[config.mk]
export PLATFORM = sky130hd
export DESIGN_NAME = tube_scan
export DESIGN_NICKNAME = d
export VERILOG_FILES = /design/src/rtl/tube_pkg.sv /design/src/rtl/tube_scan_hex2seg.sv /design/src/rtl/tube_scan.sv
export SDC_FILE = /design/constraint.sdc
export NUM_CORES = 1
export LEC_CHECK = 0
export ABC_CLOCK_PERIOD_IN_PS = 3250
export CAP_MARGIN = 25
export CORE_MARGIN = 2
export CORE_UTILIZATION = 47
export DETAILED_ROUTE_END_ITERATION = 8
export GPL_TIMING_DRIVEN = 0
export PLACE_DENSITY = 0.73
export SYNTH_ARGS = -nofsm -noshare
export SYNTH_HDL_FRONTEND = slang
export SYNTH_HIERARCHICAL = 1
export SYNTH_SLANG_ARGS = --single-unit
[constraint.sdc]
create_clock -name clk -period 3.25 [get_ports clk]
set_input_delay 0.65 -clock clk [delete_from_list [all_inputs] [get_ports clk]]
set_output_delay 0.65 -clock clk [all_outputs]
set_load 0.03 [all_outputs]
[src/rtl/tube_pkg.sv]
// Shared constants for the seven-segment scanner: digit count,
// active-low segment patterns (bit 6 = g ... bit 0 = a) and idle levels.
package tube_pkg;

  localparam int NDIG = 8;

  localparam logic [6:0] SEG_0 = 7'b1000000;
  localparam logic [6:0] SEG_1 = 7'b1111001;
  localparam logic [6:0] SEG_2 = 7'b0100100;
  localparam logic [6:0] SEG_3 = 7'b0110000;
  localparam logic [6:0] SEG_4 = 7'b0011001;
  localparam logic [6:0] SEG_5 = 7'b0010010;
  localparam logic [6:0] SEG_6 = 7'b0000010;
  localparam logic [6:0] SEG_7 = 7'b1111000;
  localparam logic [6:0] SEG_8 = 7'b0000000;
  localparam logic [6:0] SEG_9 = 7'b0010000;
  localparam logic [6:0] SEG_A = 7'b0001000;
  localparam logic [6:0] SEG_B = 7'b0000011;
  localparam logic [6:0] SEG_C = 7'b1000110;
  localparam logic [6:0] SEG_D = 7'b0100001;
  localparam logic [6:0] SEG_E = 7'b0000110;
  localparam logic [6:0] SEG_F = 7'b0001110;

  // All cathodes off / all anodes off.
  localparam logic [6:0] SEG_OFF = 7'h7F;
  localparam logic [7:0] AN_OFF  = 8'hFF;

endpackage

[src/rtl/tube_scan_hex2seg.sv]
// Purely combinational hex digit to active-low seven-segment decoder.
module hex2seg
  import tube_pkg::*;
(
  input  logic [3:0] val_i,
  output logic [6:0] seg_o
);

  // Table lookup of the glyph for one hex value.
  always_comb begin
    seg_o = SEG_OFF;
    case (val_i)
      4'h0: seg_o = SEG_0;
      4'h1: seg_o = SEG_1;
      4'h2: seg_o = SEG_2;
      4'h3: seg_o = SEG_3;
      4'h4: seg_o = SEG_4;
      4'h5: seg_o = SEG_5;
      4'h6: seg_o = SEG_6;
      4'h7: seg_o = SEG_7;
      4'h8: seg_o = SEG_8;
      4'h9: seg_o = SEG_9;
      4'hA: seg_o = SEG_A;
      4'hB: seg_o = SEG_B;
      4'hC: seg_o = SEG_C;
      4'hD: seg_o = SEG_D;
      4'hE: seg_o = SEG_E;
      4'hF: seg_o = SEG_F;
      default: seg_o = SEG_OFF;
    endcase
  end

endmodule

[src/rtl/tube_scan.sv]
// Time-multiplexed 8-digit common-anode display driver. One digit per slot
// of DIV cycles, the first GAP cycles of each slot are blanked against
// ghosting. All display inputs are snapshotted once per frame so a frame
// never shows a mix of old and new values.
module tube_scan
  import tube_pkg::*;
#(
  parameter int DIV          = 100000,
  parameter int GAP          = 16,
  parameter int BLINK_FRAMES = 64
) (
  input  logic       clk,
  input  logic       rst,
  input  logic [3:0] d7_i,
  input  logic [3:0] d6_i,
  input  logic [3:0] d5_i,
  input  logic [3:0] d4_i,
  input  logic [3:0] d3_i,
  input  logic [3:0] d2_i,
  input  logic [3:0] d1_i,
  input  logic [3:0] d0_i,
  input  logic [7:0] en_i,
  input  logic [7:0] blink_i,
  input  logic [7:0] dp_i,
  input  logic       blank_lz_i,
  output logic [7:0] an_o,
  output logic [6:0] seg_o,
  output logic       dp_n_o,
  output logic       frame_tick_o
);

  localparam int CNT_W = (DIV > 1) ? $clog2(DIV) : 1;
  localparam int FRM_W = (BLINK_FRAMES > 1) ? $clog2(BLINK_FRAMES) : 1;
  localparam logic [CNT_W-1:0] CNT_LAST = CNT_W'(DIV - 1);
  localparam logic [CNT_W-1:0] GAP_END  = CNT_W'(GAP);
  localparam logic [FRM_W-1:0] FRM_LAST = FRM_W'(BLINK_FRAMES - 1);

  logic [CNT_W-1:0] cnt_q, cnt_d;
  logic [2:0]       idx_q, idx_d;
  logic             slot_end, snap;

  logic [FRM_W-1:0] frm_q, frm_d;
  logic             phase_q, phase_d;

  logic [NDIG-1:0][3:0] d_in, d_s_q;
  logic [NDIG-1:0]      en_s_q, blink_s_q, dp_s_q;
  logic                 blank_lz_s_q;

  logic [NDIG-1:0] zero_from, vis;
  logic [3:0]      cur_val;
  logic [6:0]      cur_seg;

  logic [7:0] an_d;
  logic [6:0] seg_d;
  logic       dp_n_d, frame_tick_d;

  assign d_in = {d7_i, d6_i, d5_i, d4_i, d3_i, d2_i, d1_i, d0_i};

  assign slot_end = (cnt_q == CNT_LAST);
  assign snap     = slot_end && (idx_q == 3'd7);

  // Prescaler and digit index; idx wraps 7->0 by its 3-bit width.
  always_comb begin
    cnt_d = cnt_q + CNT_W'(1);
    idx_d = idx_q;
    if (slot_end) begin
      cnt_d = '0;
      idx_d = idx_q + 3'd1;
    end
  end

  // Blink frame counter advances once per snapshot; phase flips on wrap.
  always_comb begin
    frm_d   = frm_q;
    phase_d = phase_q;
    if (snap) begin
      if (frm_q == FRM_LAST) begin
        frm_d   = '0;
        phase_d = ~phase_q;
      end else begin
        frm_d = frm_q + FRM_W'(1);
      end
    end
  end

  // Leading-zero run: zero_from[i] is set when digits i..7 are all zero.
  always_comb begin
    logic run;
    run       = 1'b1;
    zero_from = '0;
    for (int i = NDIG - 1; i >= 0; i--) begin
      run          = run & (d_s_q[i] == 4'h0);
      zero_from[i] = run;
    end
  end

  // Per-digit visibility; digit 0 is exempt from leading-zero blanking.
  always_comb begin
    vis = '0;
    for (int i = 0; i < NDIG; i++) begin
      vis[i] = en_s_q[i] & ~(blink_s_q[i] & phase_q);
      if (i >= 1) begin
        vis[i] = vis[i] & ~(blank_lz_s_q & zero_from[i]);
      end
    end
  end

  assign cur_val = d_s_q[idx_q];

  hex2seg u_hex2seg (
    .val_i (cur_val),
    .seg_o (cur_seg)
  );

  // Next output values for the current slot position.
  always_comb begin
    an_d         = AN_OFF;
    seg_d        = SEG_OFF;
    dp_n_d       = 1'b1;
    frame_tick_d = snap;
    if ((cnt_q >= GAP_END) && vis[idx_q]) begin
      an_d   = ~(8'd1 << idx_q);
      seg_d  = cur_seg;
      dp_n_d = ~dp_s_q[idx_q];
    end
  end

  // Scan position registers.
  always_ff @(posedge clk or posedge rst) begin
    if (rst) begin
      cnt_q <= '0;
      idx_q <= '0;
    end else begin
      cnt_q <= cnt_d;
      idx_q <= idx_d;
    end
  end

  // Frame snapshot of all display inputs plus blink state.
  always_ff @(posedge clk or posedge rst) begin
    if (rst) begin
      d_s_q        <= '0;
      en_s_q       <= '0;
      blink_s_q    <= '0;
      dp_s_q       <= '0;
      blank_lz_s_q <= 1'b0;
      frm_q        <= '0;
      phase_q      <= 1'b0;
    end else begin
      frm_q   <= frm_d;
      phase_q <= phase_d;
      if (snap) begin
        d_s_q        <= d_in;
        en_s_q       <= en_i;
        blink_s_q    <= blink_i;
        dp_s_q       <= dp_i;
        blank_lz_s_q <= blank_lz_i;
      end
    end
  end

  // Registered pin drivers; one cycle behind the scan position.
  always_ff @(posedge clk or posedge rst) begin
    if (rst) begin
      an_o         <= AN_OFF;
      seg_o        <= SEG_OFF;
      dp_n_o       <= 1'b1;
      frame_tick_o <= 1'b0;
    end else begin
      an_o         <= an_d;
      seg_o        <= seg_d;
      dp_n_o       <= dp_n_d;
      frame_tick_o <= frame_tick_d;
    end
  end

endmodule
==> flow_metrics.py, run 1 <==
metrics = {
    "logic_synthesis": {
        "syn_avg_cell_area_um2": 12.7,
        "ys_top_cells_by_area": "dfrtp_1 43%, mux2_2 14%, dfstp_2 8.5%, mux4_2 4.6%, ha_1 4.1%",
        "yosys_warnings": 6,
        "synth.distinct_cells": 49,
        "synth_seq_cells": 101,
        "yosysSeqAreaShare_pct": 51.8,
        "syn-num-nets": 464,
        "netlist_area_mm2": 0.00492,
        "synth-async-reset-ratio_pct": 100,
        "synth_top_cell_area_share_pct": 43.2,
        "synth_edf_count": 0,
        "synth_top_cell_by_area": "dfrtp_1",
        "synth_ff_type": "dfrtp_1",
        "syn_inst": 389,
    },
    "routing": {
        "drc_errors": 0,
        "drt-total-wl_mm": 10.2,
        "dr_total_vias": 3372,
        "drtPass1Iterations": 5,
        "drt-initial-drc-count": 165,
        "antenna_left": 0,
        "routed_via_density": 5.47,
        "drt-wirelength-per-cell_um": 16.5,
    },
    "grt": {
        "use_met1_pct": 26.0,
        "grt_max_degree": 46,
        "met2_usage_pct": 31.8,
        "grt_first_pass_wirelength_mm": 17.0,
        "grt_busiest_layer": "met2",
        "globalRouteTotalUtil_pct": 19.4,
        "grt.overflow.total": 0,
        "grt_pass1_vias": 3504,
        "antenna_found_initial": 0,
        "met3_usage_pct": 3.07,
    },
    "critical_path": {
        "crit_type": "flip-flop to flip-flop",
        "crit_required_ps": 3540,
        "cp-end-kind": "flip-flop",
        "rr_endpoint": "seg_o[0]",
        "r2r_start": "idx_q[0]",
        "crit_path_start_kind": "flip-flop",
        "startpoint": "idx_q[0]",
        "worstPathMaxFanout": 10,
        "reg2reg_depth": 10,
        "worstPathArrival_ps": 3280,
        "crit_end": "seg_o[0]",
        "ff2ff_setup_slack_ps": 270,
    },
    "layout": {
        "final_common_cell": "dfrtp_1",
        "nFillCells": 810,
        "area.growth.synth_to_final_pct": 23.9,
        "fin_area_mm2": 0.00610,
        "fin_nets": 551,
        "most-common-layout-cells": "85 x dfrtp_1, 75 x clkdlybuf4s50_1, 59 x mux2_2, 29 x nand2_1",
        "antenna_cells": 0,
        "final_layout_size_suffix_gt1_share_pct": 25.2,
        "utilization_pct": 59.6,
    },
    "flow_run": {
        "cap_violations": 0,
    },
    "clock_network": {
        "h-tree-depth": 3,
        "clockBufferDepth": 2,
        "cts_tree": "yes",
        "post_cts_buffers": 0,
        "clk_latency_ps": 380,
        "cts-root-buf": "clkbuf_8",
        "numCtsBuffers": 9,
        "clk_pin_slew_ps": 110,
        "clock-sinks": 101,
        "ctsHoldBuffers": 0,
    },
    "sta": {
        "period_share_pct": 91.8,
        "setup_viol": 0,
        "worst_hold_slack_ps": 484,
        "hold_viol": 0,
        "rsz0062_at_grt": "false",
        "finalClockSkew_ps": 14.7,
        "worstMarginPinSlew_ps": 887,
        "max-slew-margin-rel_pct": 40.9,
        "final_max_slew_viol_count": 0,
        "setup_tns_ps": 0,
        "timing.fmax_mhz": 335,
        "period_minus_slack_ps": 2980,
    },
    "hold_path": {
        "whs_path_depth": 1,
        "holdCritPathClass": "flip-flop to flip-flop",
    },
    "floorplan": {
        "core_region_area_mm2": 0.0102,
        "die_area_mm2": 0.0113,
        "start_util_pct": 48.1,
        "dieWidth_um": 106,
        "io_pins": 76,
        "num_rows": 37,
        "die_y_um": 106,
    },
    "run_status": {
        "status": "complete, no violations",
    },
    "placement": {
        "routabilityCongestion": 0.815,
        "dp_hpwl_mm": 7.73,
        "portBuffers": 75,
        "place_area_mm2": 0.00589,
    },
    "pwr": {
        "powerDensity_mw_per_mm2": 362,
        "ir_drop_v": 0.000197,
        "cellLeakagePower_nw": 2.70,
        "finalPower_mw": 2.21,
    },
}
-- where the power goes --
part	switching [mW]	total, mW	leakage, nW	internal [mW]
Sequential	0	1.26	1.34	1.26
Clock	0.471	0.848	0.109	0.377
Combinational	0.0363	0.102	1.25	0.0660
Total	0.508	2.21	2.70	1.70
-- per-stage QoR --
step                setup WS (ps)  instances
floorplan                     539        389
global placement             98.0        600
detailed placement           15.2        602
CTS                           105        618
global route                 61.4        617
finish                        267        617
-- state kept, by name, summed over array words and instances (netlist names) --
| signal | flops |
|---|---|
| an_o | 8 |
| en_s_q | 8 |
| frm_q | 6 |
| blink_s_q | 8 |
| seg_o | 7 |
| idx_q | 3 |
| dp_s_q | 8 |
| phase_q | 1 |
| d_s_q | 32 |
| blank_lz_s_q | 1 |
| dp_n_o | 1 |
| frame_tick_o | 1 |
| cnt_q | 17 |
-- critical path, stage by stage, from the launching register on --
cell      delay, ps
dfrtp_1         620
buf_4           320
mux4_2          550
nand2_1          80
nand2_1         120
inv_1           180
ha_1            220
and2b_2         240
or3b_1          370
o21ai_0          70
nand4b_1        130
-- per-layer routing --
layer  routed length (µm)  up-vias
li1                     -     1582
met1                 4590     1674
met2                 4940       95
met3                  403       21
met4                  223        0
met5                    0        -
-- how the worst min path moves through the flow --
stage          startpoint       end
6_report         frm_q[4]  frm_q[4]
5_1_grt          frm_q[4]  frm_q[4]
4_1_cts          frm_q[4]  frm_q[4]
3_5_place_dp     frm_q[4]  frm_q[4]
3_3_place_gp     frm_q[4]  frm_q[4]
2_1_floorplan    frm_q[4]  frm_q[4]
-- final cells by class --
class | count | area (µm²) | area share, %
tap | 136 | 170 | 2.79
timing repair buffer | 77 | 791 | 13.0
sequential | 101 | 2550 | 41.8
multi-input combinational | 259 | 2210 | 36.3
clock inverter | 7 | 87.6 | 1.44
inverter | 12 | 48.8 | 0.800
buffer | 16 | 113 | 1.85
clock buffer | 9 | 124 | 2.03
-- synthesized netlist by cell type, types with 7 or more instances --
| cell type | instances |
|---|---|
| and2_1 | 8 |
| dfrtp_1 | 85 |
| dfstp_2 | 16 |
| ha_1 | 16 |
| inv_1 | 11 |
| mux2_2 | 59 |
| mux4_2 | 10 |
| nand2_1 | 29 |
| nand3_1 | 16 |
| nand4_1 | 12 |
| nand4b_1 | 7 |
| nor2_1 | 16 |
| nor4_1 | 9 |
| xnor2_1 | 14 |
-- repair_timing --
item,in CTS,in global routing
pin swaps,0,0
gates resized for setup,1,0
setup endpoints to repair,1,1
-- cell families (layout without fill, tap and decap cells) --
family,count (synthesis),in the layout,synth area share (%)
xor+xnor,20,20,3.56
flops,101,101,51.8
buf+inv,29,121,3.23
simple gates,123,123,14.0
compound gates,25,25,3.76
fa+ha+maj,16,16,4.07
mux,75,75,19.6
Power figures use the tool's default switching activity.
==> run 2, diff against run 1 <==
- ABC_AREA: unset -> 1
- GPL_TIMING_DRIVEN: 0 -> unset
- PLACE_DENSITY: 0.73 -> 0.72
- SKIP_CTS_REPAIR_TIMING: unset -> 1
==> run 2 against run 1 <==
Net effect: combinational power decreased by 7%; global-route usage increased by 0.97 points; power decreased by 3.2%; flip-flop and latch count unchanged; sequential power about the same; clock skew about the same; die area increased by 4.2%; via count increased by 26%; synthesized cell count increased by 61%; sequential share of layout area decreased by 0.43 points; largest cell class unchanged.
==> flow_metrics.py, run 2 <==
metrics = {
    "critical_path": {
        "cpMostUsedCell": "inv_1",
        "reg2reg_depth": 12,
        "worstPathMaxFanout": 15,
        "crit_path_start_kind": "flip-flop",
        "cp-end-kind": "flip-flop",
        "path_depth": 12,
        "crit_type": "flip-flop to flip-flop",
        "max_stage_delay_ps": 570,
        "cpLargestDelayFamily": "compound AO/OA/AOI/OAI gates",
        "crit_buf_inv": 3,
        "worstPathArrival_ps": 3040,
        "crit_chain": "inv_1 > o21ai_0 > o22ai_1 > nor2_1 > a31oi_1 > inv_1 > ha_1 > nand2_1 > nand3_1 > nand2_1 > inv_1 > nand4_1",
        "critPathSlowestCell": "dfrtp_1",
        "crit_required_ps": 3530,
    },
    "logic_synthesis": {
        "yosys_warnings": 6,
        "ys_top_cells_by_area": "dfrtp_1 41%, nand2_1 14%, dfstp_2 8.2%, inv_1 5.4%, o21ai_0 5.4%",
        "synth_ff_type": "dfrtp_1",
        "synth.distinct_cells": 37,
        "synth_top_cell_by_area": "dfrtp_1",
        "synth_most_common_cell": "nand2_1",
        "yosysSeqAreaShare_pct": 49.6,
        "syn_avg_cell_area_um2": 8.18,
        "yosys-top-cells-count": "188 x nand2_1, 85 x dfrtp_1, 74 x inv_1, 55 x o21ai_0, 38 x nor2_1",
        "syn_inst": 628,
        "netlist_area_mm2": 0.00514,
        "synth_edf_count": 0,
        "synth-async-reset-ratio_pct": 100,
        "synth_seq_cells": 101,
        "synth_top_cell_area_share_pct": 41.4,
        "syn-num-nets": 703,
    },
    "layout": {
        "most-common-layout-cells": "188 x nand2_1, 85 x dfrtp_1, 75 x clkdlybuf4s50_1, 73 x inv_1, 55 x o21ai_0",
        "nFillCells": 1014,
        "area.growth.synth_to_final_pct": 19.9,
        "fin_nets": 770,
        "layout.cells.non_filler": 840,
        "final_layout_size_suffix_gt1_share_pct": 8.00,
        "largest_registers": "d_s_q x32, cnt_q x17",
        "final_common_cell": "nand2_1",
        "antenna_cells": 0,
        "top_register": "d_s_q",
        "largest_reg_flops": 32,
    },
    "floorplan": {
        "dieWidth_um": 109,
        "die_y_um": 109,
        "start_util_pct": 47.8,
        "die_area_mm2": 0.0118,
        "io_pins": 76,
        "num_rows": 38,
        "core_region_area_mm2": 0.0107,
    },
    "sta": {
        "final_max_slew_viol_count": 0,
        "finalClockSkew_ps": 15.1,
        "timing.fmax_mhz": 362,
        "max-slew-margin-rel_pct": 46.9,
        "hold_viol": 0,
        "worst_hold_slack_ps": 482,
        "setup_tns_ps": 0,
        "rsz0062_at_grt": "false",
        "period_minus_slack_ps": 2760,
        "fin_ws_ps": 490,
        "period_share_pct": 84.9,
        "worstMarginPinSlew_ps": 793,
        "setup_viol": 0,
    },
    "placement": {
        "dp_hpwl_mm": 8.39,
        "routabilityCongestion": 0.891,
        "portBuffers": 75,
        "post-place-cells": 824,
        "pre_cts_ws_ps": 537,
    },
    "pwr": {
        "powerDensity_mw_per_mm2": 347,
        "finalPower_mw": 2.14,
        "ir_drop_v": 0.000188,
        "cellLeakagePower_nw": 2.93,
    },
    "grt": {
        "globalRouteTotalUtil_pct": 20.4,
        "antenna_found_initial": 0,
        "grt_first_pass_wirelength_mm": 18.9,
        "grt.overflow.total": 0,
        "grt_pass1_vias": 3985,
        "grt_max_degree": 52,
    },
    "routing": {
        "antenna_left": 0,
        "drt-total-wl_mm": 11.0,
        "drt-initial-drc-count": 304,
        "drtPass1Iterations": 5,
        "drt-wirelength-per-cell_um": 13.1,
        "drc_errors": 0,
        "routed_via_density": 5.08,
        "dr_total_vias": 4265,
    },
    "clock_network": {
        "clk_pin_slew_ps": 110,
        "cts-root-buf": "clkbuf_8",
        "clock-sinks": 101,
        "clk_latency_ps": 370,
        "numCtsBuffers": 9,
        "cts_tree": "yes",
        "clockBufferDepth": 2,
        "h-tree-depth": 3,
    },
    "hold_path": {
        "holdCritPathClass": "flip-flop to flip-flop",
        "whs_path_depth": 2,
    },
    "run_status": {
        "status": "complete, no violations",
    },
    "flow_run": {
        "cap_violations": 0,
    },
}
[run 2: cell count changes in the layout (fill, tap and decap cells not counted), sizes merged, moves of 6 or more]
cell    delta
nand2    +160
inv       +68
mux2      -59
o21ai     +52
nor2      +23
a21oi     +21
nand4     +19
nand3     +15
mux4      -11
xnor2     -11
and2       -8
nand4b     -7
buf        -6
[run 2: final cells by class]
class                      count  area, µm²  area share [%]
multi-input combinational    422       2140            34.7
clock inverter                 7       72.6            1.18
sequential                   101       2550            41.4
clock buffer                   9        124            2.01
tap                          140        175            2.84
timing repair buffer          82        803            13.0
inverter                      79        300            4.88
[run 2: cell families after synthesis]
group	after synthesis	synth area share, %
XOR/XNOR	10	1.85
AO/OA/AOI/OAI	92	9.33
flip-flops	101	49.6
AND/OR/NAND/NOR	304	26.5
buffers and inverters	105	8.82
adder cells (fa/ha/maj)	16	3.90
[run 2: worst paths after layout]
check / slack, ps / start / end
worst max-delay path: 490 / idx_q[1] / seg_o[3]
worst min-delay path: 480 / en_s_q[2] / en_s_q[2]
worst max register to register: 490 / idx_q[1] / seg_o[3]
worst min register to register: 480 / en_s_q[2] / en_s_q[2]
max in group asynchronous: 2010 / rst / idx_q[2]
min in group asynchronous: 800 / rst / blink_s_q[0]
[run 2: worst min-delay path, cell delays in order, from the launching register on]
cell and delay, ps:
dfrtp_1 360, nand2_1 50, nand2_1 40
[run 2: where the power goes]
part | leakage (nW) | total [mW] | switching, mW | internal, mW
clock network | 0.0974 | 0.785 | 0.481 | 0.304
logic | 1.79 | 0.0944 | 0.0326 | 0.0619
registers | 1.04 | 1.26 | 0 | 1.26
total | 2.93 | 2.14 | 0.513 | 1.62
[run 2: per-layer routing]
metal	vias to the layer above	track usage [%]	wire length, µm
met5	-	0	0
met2	127	30.8	4910
met3	18	2.89	547
li1	2155	-	-
met4	0	6.87	184
met1	1965	30.2	5400
[run 2: through the flow]
| stage | util, % | area (µm²) |
|---|---|---|
| floorplan | - | 5140 |
| global placement | 55.5 | 5960 |
| detailed placement | 55.5 | 5960 |
| CTS | 57.3 | 6160 |
| global route | 57.3 | 6160 |
| finish | 57.3 | 6160 |
